## config.mk

```make
export PLATFORM = sky130hd
export DESIGN_NAME = vga_pixel_out
export DESIGN_NICKNAME = d
export VERILOG_FILES = /design/src/rtl/vga_pkg.sv /design/src/rtl/vga_delay_line.sv /design/src/rtl/vga_pixel_out.sv
export SDC_FILE = /design/constraint.sdc
export NUM_CORES = 1
export LEC_CHECK = 0
export ABC_CLOCK_PERIOD_IN_PS = 1600
export CAP_MARGIN = 20
export CORE_ASPECT_RATIO = 1.75
export CORE_UTILIZATION = 28
export DETAILED_ROUTE_END_ITERATION = 8
export GPL_TIMING_DRIVEN = 0
export SYNTH_ARGS = -nofsm -noshare
export SYNTH_HDL_FRONTEND = slang
export SYNTH_SLANG_ARGS = --single-unit
```

## constraint.sdc

```tcl
create_clock -name clk -period 1.6 [get_ports clk]
set_clock_uncertainty 0.15 [all_clocks]
set_input_delay 0.48 -clock clk [delete_from_list [all_inputs] [get_ports clk]]
set_output_delay 0.48 -clock clk [all_outputs]
set_load 0.01 [all_outputs]
```

## src/rtl/vga_pkg.sv

```systemverilog
// Shared VGA definitions: default 640x480@60 raster timing, RGB332 field positions
// and the RGB332 -> 4:4:4 DAC colour expansion.
package vga_pkg;

    localparam int H_ACTIVE_DEF = 640;
    localparam int H_FP_DEF     = 16;
    localparam int H_SYNC_DEF   = 96;
    localparam int H_BP_DEF     = 48;
    localparam int H_TOTAL_DEF  = H_ACTIVE_DEF + H_FP_DEF + H_SYNC_DEF + H_BP_DEF;

    localparam int V_ACTIVE_DEF = 480;
    localparam int V_FP_DEF     = 10;
    localparam int V_SYNC_DEF   = 2;
    localparam int V_BP_DEF     = 33;
    localparam int V_TOTAL_DEF  = V_ACTIVE_DEF + V_FP_DEF + V_SYNC_DEF + V_BP_DEF;

    localparam int CNT_W     = 11;
    localparam int CNT_LIMIT = 2048;

    localparam int R_MSB = 7;
    localparam int R_LSB = 5;
    localparam int G_MSB = 4;
    localparam int G_LSB = 2;
    localparam int B_MSB = 1;
    localparam int B_LSB = 0;

    typedef struct packed {
        logic [3:0] r;
        logic [3:0] g;
        logic [3:0] b;
    } rgb444_t;

    // Raster control bits as carried through the delay line.
    typedef struct packed {
        logic active;
        logic hsync;
        logic vsync;
    } raster_t;

    localparam raster_t RASTER_IDLE = '{active: 1'b0, hsync: 1'b1, vsync: 1'b1};

    // Replicate the top bits into the low bits so full-scale codes reach 4'hF.
    function automatic rgb444_t rgb332_to_444(input logic [7:0] c);
        rgb444_t o;
        o.r = {c[R_MSB:R_LSB], c[R_MSB]};
        o.g = {c[G_MSB:G_LSB], c[G_MSB]};
        o.b = {c[B_MSB:B_LSB], c[B_MSB:B_LSB]};
        return o;
    endfunction

endpackage

```

## src/rtl/vga_delay_line.sv

```systemverilog
// Fixed-depth shift register with asynchronous reset to RESET_VALUE; DEPTH = 0
// degenerates to a wire.
module vga_delay_line #(
    parameter int               WIDTH       = 1,
    parameter int               DEPTH       = 1,
    parameter logic [WIDTH-1:0] RESET_VALUE = '0
) (
    input  logic             clk,
    input  logic             rst,
    input  logic [WIDTH-1:0] d,
    output logic [WIDTH-1:0] q
);

    generate
        if (DEPTH == 0) begin : g_pass
            assign q = d;
        end else begin : g_shift
            logic [WIDTH-1:0] stage_q [DEPTH];
            logic [WIDTH-1:0] stage_d [DEPTH];

            always_comb begin
                stage_d[0] = d;
                for (int i = 1; i < DEPTH; i++) begin
                    stage_d[i] = stage_q[i-1];
                end
            end

            always_ff @(posedge clk or posedge rst) begin
                if (rst) begin
                    for (int i = 0; i < DEPTH; i++) begin
                        stage_q[i] <= RESET_VALUE;
                    end
                end else begin
                    for (int i = 0; i < DEPTH; i++) begin
                        stage_q[i] <= stage_d[i];
                    end
                end
            end

            assign q = stage_q[DEPTH-1];
        end
    endgenerate

endmodule

```

## src/rtl/vga_pixel_out.sv

```systemverilog
// VGA raster generator and display endpoint: issues pixel coordinates, delays
// sync/blank to match the drawer pipeline and drives the 4:4:4 DAC.
module vga_pixel_out
    import vga_pkg::*;
#(
    parameter int H_ACTIVE = H_ACTIVE_DEF,
    parameter int H_FP     = H_FP_DEF,
    parameter int H_SYNC   = H_SYNC_DEF,
    parameter int H_BP     = H_BP_DEF,
    parameter int V_ACTIVE = V_ACTIVE_DEF,
    parameter int V_FP     = V_FP_DEF,
    parameter int V_SYNC   = V_SYNC_DEF,
    parameter int V_BP     = V_BP_DEF,
    parameter int PIPE_LAT = 1
) (
    input  logic             clk,
    input  logic             reset,
    input  logic [7:0]       RGBIn,
    output logic [CNT_W-1:0] pixelX,
    output logic [CNT_W-1:0] pixelY,
    output logic             startOfFrame,
    output logic             hsync,
    output logic             vsync,
    output logic             blankN,
    output logic [3:0]       red,
    output logic [3:0]       green,
    output logic [3:0]       blue
);

    localparam int H_TOTAL = H_ACTIVE + H_FP + H_SYNC + H_BP;
    localparam int V_TOTAL = V_ACTIVE + V_FP + V_SYNC + V_BP;

    localparam logic [CNT_W-1:0] H_LAST    = CNT_W'(H_TOTAL - 1);
    localparam logic [CNT_W-1:0] V_LAST    = CNT_W'(V_TOTAL - 1);
    localparam logic [CNT_W-1:0] H_VIS     = CNT_W'(H_ACTIVE);
    localparam logic [CNT_W-1:0] V_VIS     = CNT_W'(V_ACTIVE);
    localparam logic [CNT_W-1:0] HS_START  = CNT_W'(H_ACTIVE + H_FP);
    localparam logic [CNT_W-1:0] HS_END    = CNT_W'(H_ACTIVE + H_FP + H_SYNC);
    localparam logic [CNT_W-1:0] VS_START  = CNT_W'(V_ACTIVE + V_FP);
    localparam logic [CNT_W-1:0] VS_END    = CNT_W'(V_ACTIVE + V_FP + V_SYNC);

    generate
        if (H_TOTAL > CNT_LIMIT || V_TOTAL > CNT_LIMIT) begin : g_bad_total
            $fatal(1, "vga_pixel_out: H_TOTAL/V_TOTAL exceed counter range");
        end
        if (PIPE_LAT < 0 || PIPE_LAT > 4) begin : g_bad_lat
            $fatal(1, "vga_pixel_out: PIPE_LAT outside 0..4");
        end
    endgenerate

    logic [CNT_W-1:0] h_cnt_q, h_cnt_d;
    logic [CNT_W-1:0] v_cnt_q, v_cnt_d;
    logic             sof_q, sof_d;
    raster_t          raw_s, dly_s;
    logic             hsync_q, hsync_d, vsync_q, vsync_d, blank_n_q, blank_n_d;
    rgb444_t          rgb_q, rgb_d;

    // Raster counters and the raw, undelayed raster controls.
    always_comb begin
        h_cnt_d = h_cnt_q + 11'd1;
        v_cnt_d = v_cnt_q;
        if (h_cnt_q == H_LAST) begin
            h_cnt_d = 11'd0;
            if (v_cnt_q == V_LAST) begin
                v_cnt_d = 11'd0;
            end else begin
                v_cnt_d = v_cnt_q + 11'd1;
            end
        end else begin
            v_cnt_d = v_cnt_q;
        end
        sof_d        = (h_cnt_q == 11'd0) && (v_cnt_q == V_VIS);
        raw_s.active = (h_cnt_q < H_VIS) && (v_cnt_q < V_VIS);
        raw_s.hsync  = !((h_cnt_q >= HS_START) && (h_cnt_q < HS_END));
        raw_s.vsync  = !((v_cnt_q >= VS_START) && (v_cnt_q < VS_END));
    end

    vga_delay_line #(
        .WIDTH       (3),
        .DEPTH       (PIPE_LAT),
        .RESET_VALUE (RASTER_IDLE)
    ) u_raster_dly (
        .clk (clk),
        .rst (reset),
        .d   (raw_s),
        .q   (dly_s)
    );

    // Output stage: colour is sampled on the same edge that registers the delayed controls.
    always_comb begin
        hsync_d   = dly_s.hsync;
        vsync_d   = dly_s.vsync;
        blank_n_d = dly_s.active;
        if (dly_s.active) begin
            rgb_d = rgb332_to_444(RGBIn);
        end else begin
            rgb_d = '0;
        end
    end

    always_ff @(posedge clk or posedge reset) begin
        if (reset) begin
            h_cnt_q   <= 11'd0;
            v_cnt_q   <= 11'd0;
            sof_q     <= 1'b0;
            hsync_q   <= 1'b1;
            vsync_q   <= 1'b1;
            blank_n_q <= 1'b0;
            rgb_q     <= '0;
        end else begin
            h_cnt_q   <= h_cnt_d;
            v_cnt_q   <= v_cnt_d;
            sof_q     <= sof_d;
            hsync_q   <= hsync_d;
            vsync_q   <= vsync_d;
            blank_n_q <= blank_n_d;
            rgb_q     <= rgb_d;
        end
    end

    assign pixelX       = h_cnt_q;
    assign pixelY       = v_cnt_q;
    assign startOfFrame = sof_q;
    assign hsync        = hsync_q;
    assign vsync        = vsync_q;
    assign blankN       = blank_n_q;
    assign red          = rgb_q.r;
    assign green        = rgb_q.g;
    assign blue         = rgb_q.b;

endmodule

```

== After elaboration in Yosys (flattened, before gate mapping) ==
Index checks and enable logic that the tools add are counted.

* Memories kept: 0
* Memory bits (writable): 0
* Input bits: 10
* Logic and storage cells: 31
* Memory bits (read-only): 0
* Bits in latches: 0
* Output and inout port bits: 38
* Register bits after elaboration: 41

* Bitwise gates (word level): 0
* Multiplexer cells: 3
* Magnitude comparators: 6
* $mul: 0
* Reductions and logical operators: 7
* Div/mod/pow operators: 0
* Shift-type cells: 0
* $add $sub $neg: 2
* Equality and inequality tests: 3

{| class="wikitable"
|+ Operators by type and width
! operator !! number
|-
| $add 11x1->11 const B || 2
|-
| $eq 11x10->1 const B || 2
|-
| $lt 11x10->1 const B || 2
|-
| $lt 11x9->1 const B || 2
|-
| $mux 11 || 2
|-
| $mux 12 || 1
|-
| $eq 11x9->1 const B || 1
|-
| $ge 11x10->1 const B || 1
|-
| $ge 11x9->1 const B || 1
|-
| $logic_not 11->1 || 1
|-
| $logic_and 1x1->1 || 4
|-
| $logic_not 1->1 || 2
|}

== Longest topological paths before layout ==
Gate-level depths: netlist of run 1.

* Depth in word-level cells: 3
* Depth in mapped cells: 7
* Depth with buffers taken out: 6

== By module ==
From an unflattened synthesis of run 1, not the netlist that was laid out.

* Cells, all modules: 155
* Area, all modules: 1699.1 µm²

{| class="wikitable"
|+ By module, submodules not included
! module !! cells each !! seq. area each (µm²) !! instances !! area each (µm²)
|-
| vga_pixel_out || 151 || 853.3 || 1 || 1617.8
|-
| vga_delay_line || 4 || 77.6 || 1 || 81.3
|}

== Worst setup path after synthesis of run 1 ==
OpenSTA, ideal clock, no wires.

* Path type: register to register
* Start point: register h_cnt_q[0] (netlist: pixelX[0])
* End point: register v_cnt_q[0] (netlist: pixelY[0])
* Slack: -0.208 ns
* Library setup time: 0.127 ns
* Data arrival time: 1.531 ns
* Cell stages (with the launch flop): 8
* Buffers on the path: 2
* Required time: 1.323 ns
* Period minus slack after synthesis: 1.808 ns
* Path through: dfrtp_1 > ha_1 > and3_1 > and4_2 > buf_2 > buf_4 > nand3_1 > o21ai_0

* Word-level cells in the longest chain between the ends: 1

{| class="wikitable"
|+ RTL lines
! element !! line !! text
|-
| start, declared || vga_pixel_out.sv:51 || <nowiki>logic [CNT_W-1:0] h_cnt_q, h_cnt_d;</nowiki>
|-
| start signal, assigned || vga_pixel_out.sv:111 || <nowiki>h_cnt_q <= h_cnt_d;</nowiki>
|-
| $eq 11x10->1 || vga_pixel_out.sv:62 || <nowiki>if (h_cnt_q == H_LAST) begin</nowiki>
|-
| end signal, assigned || vga_pixel_out.sv:112 || <nowiki>v_cnt_q <= v_cnt_d;</nowiki>
|-
| end, declared || vga_pixel_out.sv:52 || <nowiki>logic [CNT_W-1:0] v_cnt_q, v_cnt_d;</nowiki>
|}

Every way passes these cells.
A chain may end at the register's enable or synchronous reset.

== Worst setup path after layout of run 1 ==
* Start point: register h_cnt_q[10] (netlist: pixelX[10])
* End point: register v_cnt_q[4] (netlist: pixelY[4])

Same word-level chain as after synthesis.

==> results of run 1 <==
==> layout by cell type, fill, tap and decap left out, types with 3 or more instances in the layout <==
master / instances
xnor2_1: 4
nand2_1: 6
nor2_2: 3
buf_6: 12
dfrtp_1: 15
dfstp_2: 4
and2_1: 9
inv_1: 4
dlygate4sd2_1: 5
dfrtp_2: 18
nand3_1: 8
clkdlybuf4s50_1: 9
clkdlybuf4s15_1: 17
clkbuf_8: 5
nor3_1: 3
o21ai_1: 4
nor2_1: 4
nand3_2: 4
o21ai_0: 4
nand4_1: 5
buf_2: 8
a21oi_1: 3
buf_4: 34
xor2_1: 7
nor4_4: 3
==> timing repair <==
action / in CTS / in global routing
gates cloned: 1 / 0
setup endpoints to repair: 55 / 34
resized for setup: 126 / 32
buffers inserted: 33 / 5
pin swaps: 15 / 3
==> stage by stage <==
step	power, W	worst slack, ns	cells
floorplan	0.00100	-0.0790	146
global placement	0.00106	-0.836	269
detailed placement	0.00106	-0.258	269
CTS	0.00169	-0.168	309
global route	0.00174	-0.249	311
finish	0.00168	-0.156	311
==> layer usage <==
metal	GRT usage	vias up	wire, um
li1	-	684	-
met1	0.167	721	1620
met2	0.254	50	2330
met3	0.0287	10	230
met4	0.0764	0	121
met5	0	-	0
==> area by class of cell <==
cell class | count | area (um2) | share of cell area
buffer | 5 | 41.3 | 0.0152
timing repair buffer | 83 | 723 | 0.267
clock buffer | 5 | 68.8 | 0.0254
tap | 76 | 95.1 | 0.0351
multi-input combinational | 96 | 790 | 0.291
inverter | 6 | 22.5 | 0.00831
sequential | 37 | 953 | 0.352
clock inverter | 3 | 17.5 | 0.00646
==> state kept, by name (all words and copies together) (netlist names) <==
register and cells:
blankN 1, u_raster_dly.q 3, startOfFrame 1, hsync 1
red 3, vsync 1, pixelY 11, blue 2
pixelX 11, green 3
==> logic make-up after synthesis <==
logic type                 synth area share
and+or+nand+nor                       0.254
DFF                                   0.562
AOI/OAI and AO/OA                    0.0483
buffers and inverters                0.0423
xor gates and xnor gates             0.0634
adders and majority gates            0.0302
==> worst max path at each step <==
| stage | startpoint | end | slack [ns] |
|---|---|---|---|
| 2_1_floorplan | pixelX[10]$_DFF_PP0_ | pixelY[4]$_DFFE_PP0N_ | -0.08 |
| 3_3_place_gp | reset | pixelX[0]$_DFF_PP0_ | -0.84 |
| 3_5_place_dp | pixelX[7]$_DFF_PP0_ | pixelY[4]$_DFFE_PP0N_ | -0.26 |
| 4_1_cts | pixelX[10]$_DFF_PP0_ | pixelY[4]$_DFFE_PP0N_ | -0.17 |
| 5_1_grt | pixelX[10]$_DFF_PP0_ | pixelY[4]$_DFFE_PP0N_ | -0.25 |
| 6_report | pixelX[10]$_DFF_PP0_ | pixelY[4]$_DFFE_PP0N_ | -0.16 |
==> report_power, final <==
part	switching, W	total [W]	internal, W
clock	0.000351	0.000652	0.000301
combinational	0.0000364	0.0000826	0.0000463
sequential	0.00000344	0.000948	0.000945
total	0.000391	0.00168	0.00129
==> worst max-delay path: stages (launching register included) <==
cell	delay, ns
dfrtp_2	0.43
nor4_4	0.38
nand4_4	0.21
or3b_1	0.39
o21ai_1	0.12
==> results_dict.tcl, run 1 <==
set metrics [dict create \
    status "finished, violations left" \
    violations "negative setup slack" \
    max_freq_mhz 569 \
    ys_ff_latch 37 \
    cp_data_arrival_time_ns 1.82 \
    maxCapViolations 0 \
    synth.avg_cell_area_um2 11.3 \
    slew_violations 0 \
    vias 1465 \
    cts_made_buffers 5 \
    totalWireLength_um 4300 \
    clock_path_buffers 2 \
    grt_pass1_wl_um 7040 \
    fin_nets 248 \
    drc_errors 0 \
    initial_utilization 0.294 \
    port_buffers 47 \
    ios 48 \
    diodes 0 \
    cp-start-kind "flip-flop" \
    finalSetupViolations 18 \
    grt_overflow 0 \
    fin_crit_ns 1.76 \
    die_w_um 60.1 \
    cts_tree "done" \
    antenna_found_initial 0 \
    synth_cells 146 \
    synth.most_common_cell "dfrtp_1" \
    grt_setup_unrepaired "true" \
    viasPerCell 4.71 \
    clk_latency_ns 0.29 \
    ir_worst_vdd_v 0.000272 \
    hold_path_class "flip-flop to flip-flop" \
    drt_pass1_iterations 4 \
    placeableCoreArea_mm2 0.00563 \
    cts-htree-levels 2 \
    ant_nets 0 \
    worstMarginPinSlew_ns 0.765 \
    critPathRequiredTime_ns 1.67 \
    reg2reg_depth 4 \
    die-area_mm2 0.00624 \
    min_path_cells 0 \
    hold_path_startpoint "u_raster_dly.q[1]$_DFF_PP1_" \
    crit_type "flip-flop to flip-flop" \
    synth_area_leaders "dfrtp_1 (50%), dfstp_2 (6.3%), xor2_1 (3.7%), nand3_1 (3.6%), and2_1 (3.4%)" \
    tns_ns -1.09 \
    ctsRootBufferMaster "clkbuf_8" \
    power_leakage_nw 1.23 \
    synth_nets 160 \
    holdWs_ns 0.209 \
    ys_top_cells_by_count "dfrtp_1 (33), nand3_1 (12), and2_1 (9)" \
    synth-async-reset-ratio 1.00 \
    post_dp_cell_area_mm2 0.00226 \
    final_area_mm2 0.00271 \
    avgRoutedWirePerCell_um 13.8 \
    drtIter0Drc 21 \
    grtUsageTotal 0.149 \
    grt_start_max_net_pins 38 \
    post-route-util 0.482 \
    clock_sinks 37 \
    drive_gt1_frac 0.489 \
    timing.final.ws_setup_ns -0.156 \
    crit_path_end_kind "flip-flop" \
    hold_buffers 0 \
    die_h_um 104 \
    yosysWarnings 0 \
    place_congestion 0.742 \
    syn_area_mm2 0.00166 \
    synth_flop_cell "dfrtp_1" \
    dp_hpwl_um 2580 \
    reg2reg_to "pixelY[4]$_DFFE_PP0N_" \
    hold_path_end "hsync$_DFF_PP1_" \
    worstPathMaxFanout 8 \
    area_delta_synth_final_pct 63.7 \
    num_rows 36 \
    yosys.area.top_type_share 0.498 \
    hold_viol_final 0 \
    yosys.area.top_type "dfrtp_1" \
    synthDistinctLibCells 35 \
    grt_pass1_vias 1454 \
    period_share 1.10 \
    clkTransAtPathRegs_ns 0.08 \
    synth-edff-count 0 \
    reg2reg_from "pixelX[10]$_DFF_PP0_" \
    powerDensity_mw_per_mm2 621 \
    seq_area_frac_synth 0.562 \
    relSlewSlack 0.489 \
    r2r_setup_slack_ns -0.16 \
    nFillCells 514 \
]
(Power assumes the default switching activity.)
==> run 2, diff against run 1 <==
--- a/config.mk
+++ b/config.mk
@@ -8,9 +8,10 @@
 export ABC_CLOCK_PERIOD_IN_PS = 1600
 export CAP_MARGIN = 20
 export CORE_ASPECT_RATIO = 1.75
-export CORE_UTILIZATION = 28
+export CORE_UTILIZATION = 42
 export DETAILED_ROUTE_END_ITERATION = 8
 export GPL_TIMING_DRIVEN = 0
+export PLACE_DENSITY = 0.75
 export SYNTH_ARGS = -nofsm -noshare
 export SYNTH_HDL_FRONTEND = slang
 export SYNTH_SLANG_ARGS = --single-unit
==> results_dict.tcl, run 2 (synthesis results as in run 1) <==
set metrics [dict create \
    timing.final.ws_setup_ns -0.200 \
    path_cells "nor4_4 -> buf_4 -> buf_4 -> nand4_4 -> nor4_2 -> xor2_1" \
    relSlewSlack 0.502 \
    worstMarginPinSlew_ns 0.746 \
    p_sw_frac 0.208 \
    cts-htree-levels 2 \
    maxCapViolations 0 \
    clock_sinks 37 \
    hold_viol_final 0 \
    drive_gt1_frac 0.514 \
    status "finished, violations left" \
    max_stage_delay_ns 0.43 \
    diodes 0 \
    dp_hpwl_um 2750 \
    grtUsageTotal 0.255 \
    die-area_mm2 0.00421 \
    clock_path_buffers 2 \
    met3_wirelength_um 323 \
    place_congestion 0.708 \
    cts_made_buffers 5 \
    area_delta_synth_final_pct 71.1 \
    dpl_worst_slack_ns -0.251 \
    post_dp_cell_area_mm2 0.00225 \
    cellInternalPower_w 0.00135 \
    final_area_mm2 0.00283 \
    antenna_found_initial 0 \
    initial_utilization 0.448 \
    hold_path_class "flip-flop to flip-flop" \
    layout_commonest_cell "buf_4" \
    cp-start-kind "flip-flop" \
    p_clk_frac 0.387 \
    tns_ns -1.62 \
    r2r_setup_slack_ns -0.20 \
    ios 48 \
    wl_met2_um 2970 \
    finalSetupViolations 19 \
    crit_type "flip-flop to flip-flop" \
    grt_pass1_wl_um 8030 \
    port_buffers 47 \
    grt_pass1_vias 1683 \
    seqPwrFrac 0.557 \
    final_cells 289 \
    wl_met1_um 1840 \
    hold_path_startpoint "u_raster_dly.q[1]$_DFF_PP1_" \
    viasPerCell 5.52 \
    placeableCoreArea_mm2 0.00370 \
    max_freq_mhz 555 \
    clk_latency_ns 0.29 \
    critPathRequiredTime_ns 1.66 \
    seq_area_um2 953 \
    period_share 1.13 \
    clkTransAtPathRegs_ns 0.07 \
    placedCellCount 240 \
    layout_common_cells "buf_4 (37), dfrtp_2 (18), dfrtp_1 (15), clkdlybuf4s15_1 (15), buf_6 (12)" \
    num_rows 29 \
    ant_nets 0 \
    grt_setup_unrepaired "true" \
    fin_crit_ns 1.80 \
    drt_pass1_iterations 4 \
    drc_errors 0 \
    crit_path_end_kind "flip-flop" \
    nFillCells 251 \
    top_layer "met4" \
    cp_data_arrival_time_ns 1.86 \
    reg2reg_from "pixelX[10]$_DFF_PP0_" \
    die_w_um 49.5 \
    vias 1595 \
    powerDensity_mw_per_mm2 602 \
    totalWireLength_um 5360 \
    combPwrFrac 0.056 \
    fin_nets 256 \
    power_leakage_nw 1.27 \
    cts_tree "done" \
    ir_worst_vdd_v 0.000543 \
    cp_common_cell "buf_4" \
    crit_slowest_cell "dfrtp_2" \
    avgRoutedWirePerCell_um 18.6 \
    slew_violations 0 \
    drtIter0Drc 51 \
    ctsRootBufferMaster "clkbuf_8" \
    critPathLaunch "pixelX[10]$_DFF_PP0_" \
    die_h_um 85.1 \
    multiInputGateArea_um2 875 \
    grt_start_max_net_pins 23 \
    holdWs_ns 0.209 \
    violations "negative setup slack" \
    netSwitchingPower_w 0.000354 \
    grt_overflow 0 \
    worstPathMaxFanout 4 \
]
[run 2: cell count changes in the layout (fill, tap and decap cells not counted), moves of 3 or more]
cell           previous run  this run
dlygate4sd2_1             5         8
nor2_2                    3         0
nor2_4                    0         4
buf_4                    34        37
[run 2: area by class of cell]
class | instances | area share
repair buffers | 91 | 0.280
flip-flops and latches | 37 | 0.336
well taps | 46 | 0.0203
plain buffers | 4 | 0.0146
multi-input cells | 97 | 0.309
inverters | 6 | 0.00795
clock buffers | 8 | 0.0318
[run 2: worst paths after layout]
kind                                           to  depth (start not counted)
max in group asynchronous         hsync$_DFF_PP1_                          3
max                        pixelY[10]$_DFFE_PP0N_                          6
min reg2reg                       hsync$_DFF_PP1_                          0
min                               hsync$_DFF_PP1_                          0
min in group asynchronous   pixelY[2]$_DFFE_PP0N_                          2
max reg2reg                pixelY[10]$_DFFE_PP0N_                          6
[run 2: per-layer routing]
metal  global-route usage  vias up
met5                    0        -
met4                0.130        0
met3               0.0466       27
met2                0.493       88
met1                0.248      772
li1                     -      708
[run 2: repair_timing]
item,4_1_cts,5_1_grt
setup endpoints to repair,56,36
pin swaps,13,6
cloned,2,0
buffers inserted,36,8
resized for setup,132,35
hold buffers,0,0
[run 2: worst max-delay path: cells and delay by family (launching register included)]
| family | cells | cell delay [ns] |
|---|---|---|
| xor gates and xnor gates | 1 | 0.17 |
| buffers and inverters | 2 | 0.32 |
| DFF | 1 | 0.43 |
| and+or+nand+nor | 3 | 0.65 |
[run 2: metrics by stage]
step,utilization,total power [W]
global route,0.766,0.00175
finish,0.766,0.00171
floorplan,-,0.00100
CTS,0.742,0.00172
detailed placement,0.607,0.00107
global placement,0.599,0.00106
[run 2: power groups by stage]
stage,registers (W),logic (W),clock network [W]
floorplan,0.000973,0.0000306,0
global placement,0.000966,0.0000943,0
detailed placement,0.000967,0.000104,0
CTS,0.000949,0.0000999,0.000668
global route,0.000950,0.000105,0.000698
finish,0.000949,0.0000960,0.000660
